===== src/rtl/ym_write_seq.sv =====
// ym_write_seq
//   Z80-side bus initiator for the YM2610 register file. Queued write
//   requests (part, register, value) are turned into the chip's two-step
//   write: an address strobe followed by a data strobe. The address strobe
//   is skipped when the target already holds the same part/address.
//
// Ports
//   PHI_M       clock
//   RESET       synchronous, active-high reset
//   REQ_VALID   request present
//   REQ_READY   request accepted this cycle (FIFO not full, not in reset)
//   REQ_PART    0 = part A, 1 = part B
//   REQ_ADDR    register address
//   REQ_DATA    register value
//   INVALIDATE  forget the cached part/address
//   BUSY_MMR    busy flag from the register file; no strobe while high
//   nWRITE_S    write strobe, active low, one cycle per strobe
//   ADDR_S      bit0 = 0 address / 1 data, bit1 = part
//   DATA_S      address or data byte
//   DONE        one-cycle pulse per completed request
//   LEVEL       FIFO occupancy
//   IDLE        FIFO empty and sequencer idle

module ym_write_seq #(
    parameter int DEPTH      = 8,
    parameter int GAP_CYCLES = 2,
    parameter int SKIP_EN    = 1
) (
    input  logic                     PHI_M,
    input  logic                     RESET,
    input  logic                     REQ_VALID,
    output logic                     REQ_READY,
    input  logic                     REQ_PART,
    input  logic [7:0]               REQ_ADDR,
    input  logic [7:0]               REQ_DATA,
    input  logic                     INVALIDATE,
    input  logic                     BUSY_MMR,
    output logic                     nWRITE_S,
    output logic [1:0]               ADDR_S,
    output logic [7:0]               DATA_S,
    output logic                     DONE,
    output logic [$clog2(DEPTH):0]   LEVEL,
    output logic                     IDLE
);

    localparam int AW = $clog2(DEPTH);

    typedef enum logic [2:0] {
        S_IDLE,
        S_ADDR,
        S_DATA,
        S_HOLD,
        S_GAP
    } state_t;

    state_t state;

    // ------------------------------------------------------------------
    // Request FIFO: entry = {part, addr, data}
    // ------------------------------------------------------------------
    logic [16:0]   fifo_mem [DEPTH];
    logic [AW-1:0] wr_ptr;
    logic [AW-1:0] rd_ptr;
    logic [AW:0]   count;
    logic          full;
    logic          empty;
    logic          push;
    logic          pop;
    logic [16:0]   head;

    assign full      = (count == (AW+1)'(DEPTH));
    assign empty     = (count == '0);
    assign REQ_READY = !full && !RESET;
    assign push      = REQ_VALID && REQ_READY;
    assign pop       = (state == S_IDLE) && !empty;
    assign head      = fifo_mem[rd_ptr];
    assign LEVEL     = count;
    assign IDLE      = empty && (state == S_IDLE);

    always_ff @(posedge PHI_M) begin
        if (push) begin
            fifo_mem[wr_ptr] <= {REQ_PART, REQ_ADDR, REQ_DATA};
        end
    end

    // Pointers are exactly AW bits wide, so they wrap modulo DEPTH.
    always_ff @(posedge PHI_M) begin
        if (RESET) begin
            wr_ptr <= '0;
            rd_ptr <= '0;
            count  <= '0;
        end else begin
            if (push) begin
                wr_ptr <= wr_ptr + 1'b1;
            end
            if (pop) begin
                rd_ptr <= rd_ptr + 1'b1;
            end
            case ({push, pop})
                2'b10:   count <= count + 1'b1;
                2'b01:   count <= count - 1'b1;
                default: count <= count;
            endcase
        end
    end

    // ------------------------------------------------------------------
    // Write sequencer
    // ------------------------------------------------------------------
    logic       p_q;
    logic [7:0] a_q;
    logic [7:0] d_q;
    logic [8:0] cache_tag;
    logic       cache_valid;
    logic       phase_data;
    logic [3:0] gap_cnt;
    logic       skip_ok;

    // An INVALIDATE arriving on the pop edge also blocks the skip, so the
    // request that follows it always re-establishes the address.
    assign skip_ok = (SKIP_EN != 0) && cache_valid && !INVALIDATE &&
                     (cache_tag == head[16:8]);

    always_ff @(posedge PHI_M) begin
        if (RESET) begin
            state       <= S_IDLE;
            nWRITE_S    <= 1'b1;
            ADDR_S      <= '0;
            DATA_S      <= '0;
            DONE        <= 1'b0;
            p_q         <= 1'b0;
            a_q         <= '0;
            d_q         <= '0;
            cache_tag   <= '0;
            cache_valid <= 1'b0;
            phase_data  <= 1'b0;
            gap_cnt     <= '0;
        end else begin
            DONE <= 1'b0;

            // Placed before the case so the strobe's cache write wins.
            if (INVALIDATE) begin
                cache_valid <= 1'b0;
            end

            case (state)
                S_IDLE: begin
                    if (!empty) begin
                        {p_q, a_q, d_q} <= head;
                        state <= skip_ok ? S_DATA : S_ADDR;
                    end
                end

                S_ADDR: begin
                    if (!BUSY_MMR) begin
                        nWRITE_S    <= 1'b0;
                        ADDR_S      <= {p_q, 1'b0};
                        DATA_S      <= a_q;
                        cache_tag   <= {p_q, a_q};
                        cache_valid <= 1'b1;
                        phase_data  <= 1'b0;
                        state       <= S_HOLD;
                    end
                end

                S_DATA: begin
                    if (!BUSY_MMR) begin
                        nWRITE_S   <= 1'b0;
                        ADDR_S     <= {p_q, 1'b1};
                        DATA_S     <= d_q;
                        phase_data <= 1'b1;
                        state      <= S_HOLD;
                    end
                end

                S_HOLD: begin
                    // Release after one cycle: the target re-triggers on a
                    // strobe held low.
                    nWRITE_S <= 1'b1;
                    gap_cnt  <= 4'(GAP_CYCLES);
                    if (phase_data) begin
                        DONE <= 1'b1;
                    end
                    state <= S_GAP;
                end

                S_GAP: begin
                    if (gap_cnt != '0) begin
                        gap_cnt <= gap_cnt - 1'b1;
                    end else begin
                        state <= phase_data ? S_IDLE : S_DATA;
                    end
                end

                default: state <= S_IDLE;
            endcase
        end
    end

endmodule


===== config.mk =====
export PLATFORM = sky130hd
export DESIGN_NAME = ym_write_seq
export DESIGN_NICKNAME = d
export VERILOG_FILES = /design/src/rtl/ym_write_seq.sv
export SDC_FILE = /design/constraint.sdc
export NUM_CORES = 1
export LEC_CHECK = 0
export ABC_AREA = 1
export CAP_MARGIN = 15
export CELL_PAD_IN_SITES_DETAIL_PLACEMENT = 0
export CELL_PAD_IN_SITES_GLOBAL_PLACEMENT = 1
export CORE_ASPECT_RATIO = 2
export CORE_UTILIZATION = 51
export CTS_CLUSTER_DIAMETER = 60
export DETAILED_ROUTE_END_ITERATION = 7
export GPL_ROUTABILITY_DRIVEN = 0
export PLACE_DENSITY_LB_ADDON = 0.12
export SETUP_SLACK_MARGIN = 0.2
export SYNTH_ARGS = -nofsm -noshare
export SYNTH_HDL_FRONTEND = slang
export SYNTH_SLANG_ARGS = --single-unit
export TNS_END_PERCENT = 30

===== constraint.sdc =====
create_clock -name PHI_M -period 5.75 [get_ports PHI_M]
set_input_delay 1.15 -clock PHI_M [delete_from_list [all_inputs] [get_ports PHI_M]]
set_output_delay 1.15 -clock PHI_M [all_outputs]
set_load 0.03 [all_outputs]

==> metrics, run 1 <==
Final #Nets=around 850; most used cell, CP=clkdlybuf4s50_1; grt ovf=0; Clock Tree Buf Depth=2; synth unique cells=33; pin count of the biggest net entering global routing=between 70 and 80; Max stage delay cell, worst path=clkdlybuf4s50_1; crit-path max FO=21; drt first pass iters=4; Switching Share=roughly 36%; sequential cell area fraction in the yosys report=around 65%; CTS buffer count=17; Post-CTS Resized=0; Worst Max-Slew Pin Slew=roughly 0.91 ns; Top Ports=40; Die W=just over 90 um; via count=5465; syn nets=between 800 and 900; pwr dens=approximately 460 nW/um2; Seq pwr share=a little over two fifths; RSZ-0062 raised after global routing=false; crit end category=primary output; Relative slew margins=between 30% and 40%; WP data required=4.60 ns; Core Rows=64; min-delay worst type=flip-flop to flip-flop; Final Max Tran Viols=0; Setup WS pre-CTS=between 1.5 and 2 ns; initial antenna violation count=0; combinational power share=31.8%; final setup vio count=0; Layout Utilization=approximately 59%; clock tree sinks=~200; first-pass GRT wire length=28.4 mm; Clock power frac=26.3%; vias per std cell=roughly 5.3; Antenna Cells=0; Antenna Violating Nets Remaining=0; Setup TNS=0 ns; crit start category=input port; final hold vios=0; die height=between 150 and 200 um; Hold WS=around 0.45 ns; H-tree depth=4; FF-to-FF path depth=15; GRT Overall Usage=a little under a quarter; Die ar.=16300 um2; # port buffers=39; Post-Syn Area=between 8000 and 9000 um2; dpl hpwl=approximately 11 mm; Final Cell Area=between 9000 and 10000 um2; period utilisation layout=between 60% and 70%; hold path start=nWRITE_S$_SDFFE_PP1P_; internal power=approximately 2.7 mW; hold_buf cts=0; leading cell type in the layout, fill and taps excluded=nand2_1; leading area contributor after synthesis=edfxtp_1; reg-to-reg endpoint=state[1]$_SDFFE_PP0P_; run status=finished clean; post-synth top area share=around half; CTS root buf=clkbuf_16; Clock Latency Late Sink=about 0.43 ns; drt wl/cell=between 15 and 20 um; Routed WL=between 15 and 20 mm; min cycle time layout=3.81 ns; gate count of the mapped netlist=~800; Final Non-Filler Cells=between 1000 and 1500; Layout area overhead=13.0%; Layout Skew=about 0.0092 ns; Clock transition at path regs=~0.060 ns; VDD IR max=~0.24 mV; violation count after the first detailed-route iteration=240; Placed Cells=1003; Net Switching=~1.5 mW; syn avg cell area=10.2 um2; worst hold endpoint=nWRITE_S$_SDFFE_PP1P_; commonest cells after routing, fill and taps aside=154 x nand2_1, 136 x edfxtp_1, 94 x nor2_1; CP Class=input port to primary output; Pwr Total=about 4.1 mW; Max Clock Freq=between 200 and 300 MHz; max_cap viols=0; CP arrival=2.66 ns; CTS tree=done; fraction of final layout cells with drive strength greater than 1=6.11%; Core ar.=15400 um2; Starting Density=between 50% and 60%; WP buf/inv=3; Leakage=3.44 nW; Synth Warn #=0; CP Cell Sequence=clkdlybuf4s50_1 > buf_4 > a31oi_1 > clkdlybuf4s50_1; largest cells by area after synthesis=edfxtp_1 51%, dfxtp_1 15%, nand2_1 7.2%, o21ai_0 4.5%, nor2_1 4.4%; Crit path max-delay family=buffers and inverters; setup slack, reg-to-reg=~3.0 ns; placed cell area=8550 um2; number of remaining DRC errors=0; max incr delay on CP=around 0.70 ns; vias in the first global route=approximately 5600; Yosys reg bits=195; hold path depth=2; postcts setup bufs=0; final worst slack=approximately 1.9 ns
registers in the layout, summed over array words and instances, names as in the netlist, named ones only:
| register | flops |
|---|---|
| fifo_mem | 136 |
| cache_tag | 9 |
| DATA_S | 8 |
| a_q | 8 |
| d_q | 8 |
| LEVEL | 4 |
| gap_cnt | 4 |
| rd_ptr | 3 |
| state | 3 |
| wr_ptr | 3 |
| ADDR_S | 2 |
| DONE | 1 |
| cache_valid | 1 |
| nWRITE_S | 1 |
| p_q | 1 |
Yosys cell counts (all sizes together):
library cell    n
o211ai          8
a31oi          11
o21bai          1
inv            90
edfxtp        136
a21oi          44
buf            20
nand2         154
fa              1
nand3          49
ha              6
clkinv          2
nand4           1
nor3            2
o21ai          73
nor2           96
o22ai           8
nand3b          1
dfxtp          59
clkbuf         17
o221ai          8
a211oi          2
xnor2           1
logic make-up after synthesis:
kind of cell             count (synthesis)  synth area share [%]
AND/OR/NAND/NOR                        303                  15.4
buffers and inverters                  129                  7.14
AO/OA/AOI/OAI                          155                  10.7
adder cells (fa/ha/maj)                  7                  1.18
flip-flops                             195                  65.5
XOR/XNOR                                 1                 0.109
cell type report:
type                       instances  area, um2
tap                              198        248
clock inverter                    12        106
sequential                       195       5270
fill                            1320       6290
inverter                          92        348
clock buffer                      18        429
multi-input combinational        466       2200
timing repair buffer              52        488
power by group through the flow:
stage                     Sequential (mW)  Clock [mW]  Combinational (mW)
after global routing                 1.75        1.17                1.51
after CTS                            1.74        1.11                1.34
after detailed placement             1.76           0                1.34
after floorplan                      1.80           0               0.956
final                                1.73        1.09                1.32
after global placement               1.76           0                1.30
metal layers:
metal / track usage [%] / part of all wire [%] / up-vias
met1: 25.0 / 38 / 2581
met5: 0 / 0 / -
met2: 42.3 / 55 / 124
li1: - / - / 2735
met4: 11.6 / 3.1 / 0
met3: 4.82 / 4.2 / 25
worst max-delay path by stage:
stage | cells past startpoint | end | startpoint | slack, ns
2_1_floorplan | 12 | LEVEL[3]$_SDFFE_PP0P_ | RESET | 2.39
3_3_place_gp | 4 | REQ_READY | RESET | 1.94
3_5_place_dp | 4 | REQ_READY | RESET | 1.93
4_1_cts | 4 | REQ_READY | RESET | 1.94
5_1_grt | 4 | REQ_READY | RESET | 1.85
6_report | 4 | REQ_READY | RESET | 1.94
worst min-delay path: cells and delay by family, from the launching register on:
family / cells / cell delay (ns)
flops: 1 / 0.31
simple gates: 2 / 0.10
(Power assumes the default switching activity.)
==> run 2, diff against run 1 <==
--- a/config.mk
+++ b/config.mk
@@ -10,7 +10,7 @@
 export CELL_PAD_IN_SITES_DETAIL_PLACEMENT = 0
 export CELL_PAD_IN_SITES_GLOBAL_PLACEMENT = 1
 export CORE_ASPECT_RATIO = 2
-export CORE_UTILIZATION = 51
+export CORE_UTILIZATION = 47
 export CTS_CLUSTER_DIAMETER = 60
 export DETAILED_ROUTE_END_ITERATION = 7
 export GPL_ROUTABILITY_DRIVEN = 0
==> constraint.sdc (replaced) <==
create_clock -name PHI_M -period 4 [get_ports PHI_M]
set_input_delay 0.8 -clock PHI_M [delete_from_list [all_inputs] [get_ports PHI_M]]
set_output_delay 0.8 -clock PHI_M [all_outputs]
set_load 0.03 [all_outputs]
==> run 2 against run 1 <==
Effect of this change:
- sequential share of layout area shrank 0.44 points
- count of clock-buffer cells in the layout grew 1
- via count grew 0.60%
- total power grew 48%
- setup slack lost 0.84 ns
- largest cell class unchanged
==> metrics, run 2 (synthesis results as in run 1) <==
commonest cells after routing, fill and taps aside=154 x nand2_1, 136 x edfxtp_1, 93 x nor2_1; postcts setup bufs=0; VDD IR max=0.367 mV; hold_buf cts=0; pin count of the biggest net entering global routing=65; Antenna Cells=0; FILL cells=between 1500 and 2000; CP Class=input port to primary output; Core ar.=16800 um2; Leakage=about 3.5 nW; leading cell type in the layout, fill and taps excluded=nand2_1; fraction of final layout cells with drive strength greater than 1=under 10%; crit-path max FO=2; biggest registers after layout=fifo_mem x136, cache_tag x9; # port buffers=39; GRT Overall Usage=between 20 and 25%; Final #Nets=between 800 and 900; die height=roughly 190 um; min-delay worst type=flip-flop to flip-flop; CTS tree=done; final worst slack=1.10 ns; Pwr Total=~6 mW; metal3 WL=around 470 um; number of remaining DRC errors=0; Clock transition at path regs=roughly 0.070 ns; Layout Skew=about 0.0081 ns; Top Ports=40; Clock Latency Late Sink=~0.42 ns; drt first pass iters=5; RSZ-0062 raised after global routing=false; Relative slew margins=approximately 38%; CP arrival=between 2 and 2.5 ns; clock tree sinks=between 150 and 200; crit start category=input port; first-pass GRT wire length=approximately 28 mm; final setup vio count=0; placed cell area=~8600 um2; WP data required=roughly 3.2 ns; CTS root buf=clkbuf_16; Core Rows=67; Worst Max-Slew Pin Slew=around 0.93 ns; via count=approximately 5500; Layout Utilization=a little over half; drt wl/cell=roughly 17 um; Setup WS pre-CTS=~0.85 ns; final hold vios=0; Die ar.=~18000 um2; Starting Density=47.9%; Post-CTS Resized=0; Clock Tree Buf Depth=2; Routed WL=about 18 mm; Layout area overhead=13.9%; Final Cell Area=9160 um2; DR top layer=met4; Largest register FFs=roughly 140; max_cap viols=0; crit end category=primary output; run status=finished clean; Largest Register=fifo_mem; vias per std cell=~5.3; pwr dens=around 670 nW/um2; met1 WL=slightly above 7 mm; dpl hpwl=roughly 11 mm; period utilisation layout=72.6%; violation count after the first detailed-route iteration=about 260; Antenna Violating Nets Remaining=0; Max Clock Freq=344 MHz; min cycle time layout=between 2 and 3 ns; Die W=about 94 um; Final Max Tran Viols=0; vias in the first global route=around 5600; initial antenna violation count=0; grt ovf=0; Setup TNS=0 ns; CTS buffer count=17; met2 wire length=between 9 and 10 mm; H-tree depth=4
[run 2: changes by cell type in the layout (fill, tap and decap cells not counted), sizes merged]
cell / delta
bufinv: +2
clkbuf: +1
clkinvlp: +1
inv: -2
[run 2: critical path, cell delays in order]
cell and delay, ns:
clkdlybuf4s50_1 0.42, a31oi_1 0.18, clkdlybuf4s50_1 0.70
[run 2: final cells by class]
type	count	area [um2]	area share [%]
Clock inverter	13	158	1.72
Timing Repair Buffer	52	488	5.33
Tap cell	207	259	2.83
Clock buffer	19	433	4.73
Multi-Input combinational cell	466	2200	24.1
Sequential cell	195	5270	57.5
Inverter	92	348	3.80
[run 2: worst paths after layout]
check                                            from                     end  slack, ns  depth (start not counted)
worst max-delay path                            RESET               REQ_READY       1.10                          3
worst min-delay path            nWRITE_S$_SDFFE_PP1P_   nWRITE_S$_SDFFE_PP1P_       0.45                          2
worst max register to register  state[2]$_SDFFE_PP0P_  ADDR_S[1]$_SDFFE_PP0P_       1.49                          8
worst min register to register  nWRITE_S$_SDFFE_PP1P_   nWRITE_S$_SDFFE_PP1P_       0.45                          2
[run 2: layer usage]
metal	track usage, %	up-vias
met2	40.9	108
li1	-	2731
met5	0	-
met3	3.21	18
met1	23.2	2641
met4	7.69	0
[run 2: per-stage QoR]
step	hold WS (ns)	std cells
after CTS	0.459	1044
after global placement	0.435	1012
after floorplan	0.433	790
after detailed placement	0.445	1012
final	0.455	1044
after global routing	0.482	1044
[run 2: where the power goes]
group	switching (mW)	total [mW]	leakage, nW	internal [mW]
clock	0.715	1.70	0.283	0.983
combinational	1.30	1.91	1.47	0.611
sequential	0.138	2.51	1.71	2.37
==> run 3, diff against run 2 <==
==> constraint.sdc (replaced) <==
create_clock -name PHI_M -period 2.73 [get_ports PHI_M]
set_input_delay 0.546 -clock PHI_M [delete_from_list [all_inputs] [get_ports PHI_M]]
set_output_delay 0.546 -clock PHI_M [all_outputs]
set_load 0.03 [all_outputs]
==> run 3 against run 2 <==
Effect of this change:
- die area is the same
- critical path depth rose by 3
- register-to-register slack got worse by 1.1 ns
- critical path type is now flip-flop to primary output
- largest cell class unchanged
==> metrics, run 3 (synthesis results as in run 1) <==
combinational power share=between 30 and 40%; via count=approximately 5600; Routed WL=between 15 and 20 mm; hold path start=nWRITE_S$_SDFFE_PP1P_; number of remaining DRC errors=0; initial antenna violation count=0; biggest registers after layout=fifo_mem x136, cache_tag x9; H-tree depth=4; hold_buf cts=0; Pwr Total=9.04 mW; CP arrival=1.83 ns; Die ar.=17700 um2; run status=finished clean; Die W=~94 um; crit-path max FO=4; area occupied by multi-input gates=between 2000 and 2500 um2; crit start category=flip-flop; Core ar.=about 17000 um2; Core Rows=between 60 and 70; Clock power frac=around 27%; # port buffers=39; vias per std cell=approximately 5.3; VDD IR max=just under 0.6 mV; drt wl/cell=around 17 um; Final Max Tran Viols=0; RSZ-0062 raised after global routing=false; drt first pass iters=5; Max Clock Freq=422 MHz; vias in the first global route=between 5000 and 6000; CP Class=flip-flop to primary output; grt ovf=0; postcts setup bufs=0; crit end category=primary output; CTS tree=done; CTS root buf=clkbuf_16; Starting Density=between 40% and 50%; internal power=roughly 5.7 mW; Clock Latency Late Sink=between 0.4 and 0.5 ns; Layout Utilization=55.5%; min cycle time layout=approximately 2.4 ns; final hold vios=0; Clock transition at path regs=0.08 ns; GRT Overall Usage=22.1%; CP Launch Point=state[0]$_SDFFE_PP0P_; Relative slew margins=about two fifths; Largest register FFs=between 100 and 150; dpl hpwl=between 10 and 15 mm; Clock Tree Buf Depth=2; min-delay worst type=flip-flop to flip-flop; Antenna Violating Nets Remaining=0; FF-to-FF path depth=15; Top Ports=40; Worst Max-Slew Pin Slew=around 0.9 ns; Leakage=3.54 nW; CTS buffer count=17; fraction of final layout cells with drive strength greater than 1=under 10%; placed cell area=between 8000 and 9000 um2; pwr dens=between 900 and 1000 nW/um2; Hold WS=roughly 0.45 ns; pin count of the biggest net entering global routing=77; Final #Nets=862; reg-to-reg endpoint=LEVEL[3]$_SDFFE_PP0P_; Net Switching=between 3 and 4 mW; leading cell type in the layout, fill and taps excluded=nand2_1; final setup vio count=0; Final Non-Filler Cells=between 1000 and 1500; clock tree sinks=a little under 200; die height=between 150 and 200 um; WP data required=2.18 ns; Layout Skew=0.0102 ns; period utilisation layout=just under 90%; max_cap viols=0; Storage cell area=5270 um2; violation count after the first detailed-route iteration=309; Switching Share=roughly 37%; commonest cells after routing, fill and taps aside=154 x nand2_1, 136 x edfxtp_1, 93 x nor2_1; setup slack, reg-to-reg=roughly 0.42 ns; end of the critical path=IDLE; Layout area overhead=15.8%; Largest Register=fifo_mem; FILL cells=approximately 1500; Seq pwr share=40.5%; Antenna Cells=0; worst reg2reg startpoint=state[0]$_SDFFE_PP0P_; Final Cell Area=between 9000 and 10000 um2; first-pass GRT wire length=28.9 mm; Placed Cells=a little over 1000
run 3: changes by cell type in the layout (fill, tap and decap cells not counted), sizes merged:
cell / delta
dlygate4sd2: +1
buf: +10
clkinvlp: -2
clkbuf: +1
bufinv: -3
clkdlybuf4s50: -2
inv: +6
clkinv: -2
run 3: routing by layer:
metal  GRT usage (%)  share of wire (%)
met3            3.41                3.3
met2            40.7                 56
met1            25.1                 40
met4            7.93                1.5
met5               0                  0
run 3: layout make-up:
| cell class | instances | share of cell area, % |
|---|---|---|
| clock buffer | 20 | 5.13 |
| clock inverter | 12 | 1.16 |
| inverter | 92 | 3.74 |
| multi-input combinational | 466 | 23.9 |
| sequential | 195 | 56.6 |
| tap | 207 | 2.78 |
| timing repair buffer | 61 | 6.73 |
run 3: what timing repair did:
item,in CTS,in global routing
hold endpoints to repair,0,0
endpoints found under the setup margin,1,1
gates resized for setup,1,1
run 3: power by group through the flow:
stage	registers, mW	clock network, mW	logic (mW)
after CTS	3.66	2.49	2.96
after global placement	3.71	0	2.90
after detailed placement	3.72	0	2.96
final	3.66	2.44	2.95
after global routing	3.69	2.60	3.29
after floorplan	3.80	0	2.03
run 3: metrics by stage:
step	setup TNS, ns	setup WS [ns]
after floorplan	0	0.209
after global placement	0	0.0297
after detailed placement	-0.0142	-0.0142
after CTS	0	0.322
after global routing	0	0.191
final	0	0.358
run 3: how the worst min path moves through the flow:
stage | end | slack, ns | cells after the start
3_5_place_dp | nWRITE_S$_SDFFE_PP1P_ | 0.44 | 2
4_1_cts | nWRITE_S$_SDFFE_PP1P_ | 0.45 | 2
2_1_floorplan | flip-flop | 0.43 | 2
3_3_place_gp | nWRITE_S$_SDFFE_PP1P_ | 0.44 | 2
5_1_grt | nWRITE_S$_SDFFE_PP1P_ | 0.47 | 2
6_report | nWRITE_S$_SDFFE_PP1P_ | 0.45 | 2
run 3: critical path, cell delays in order (launching register included):
cell and delay (ns):
dfxtp_1 0.34, nor2_1 0.19, inv_1 0.06, nor2_1 0.14, inv_1 0.10, nor2_1 0.14, dlygate4sd2_1 0.42
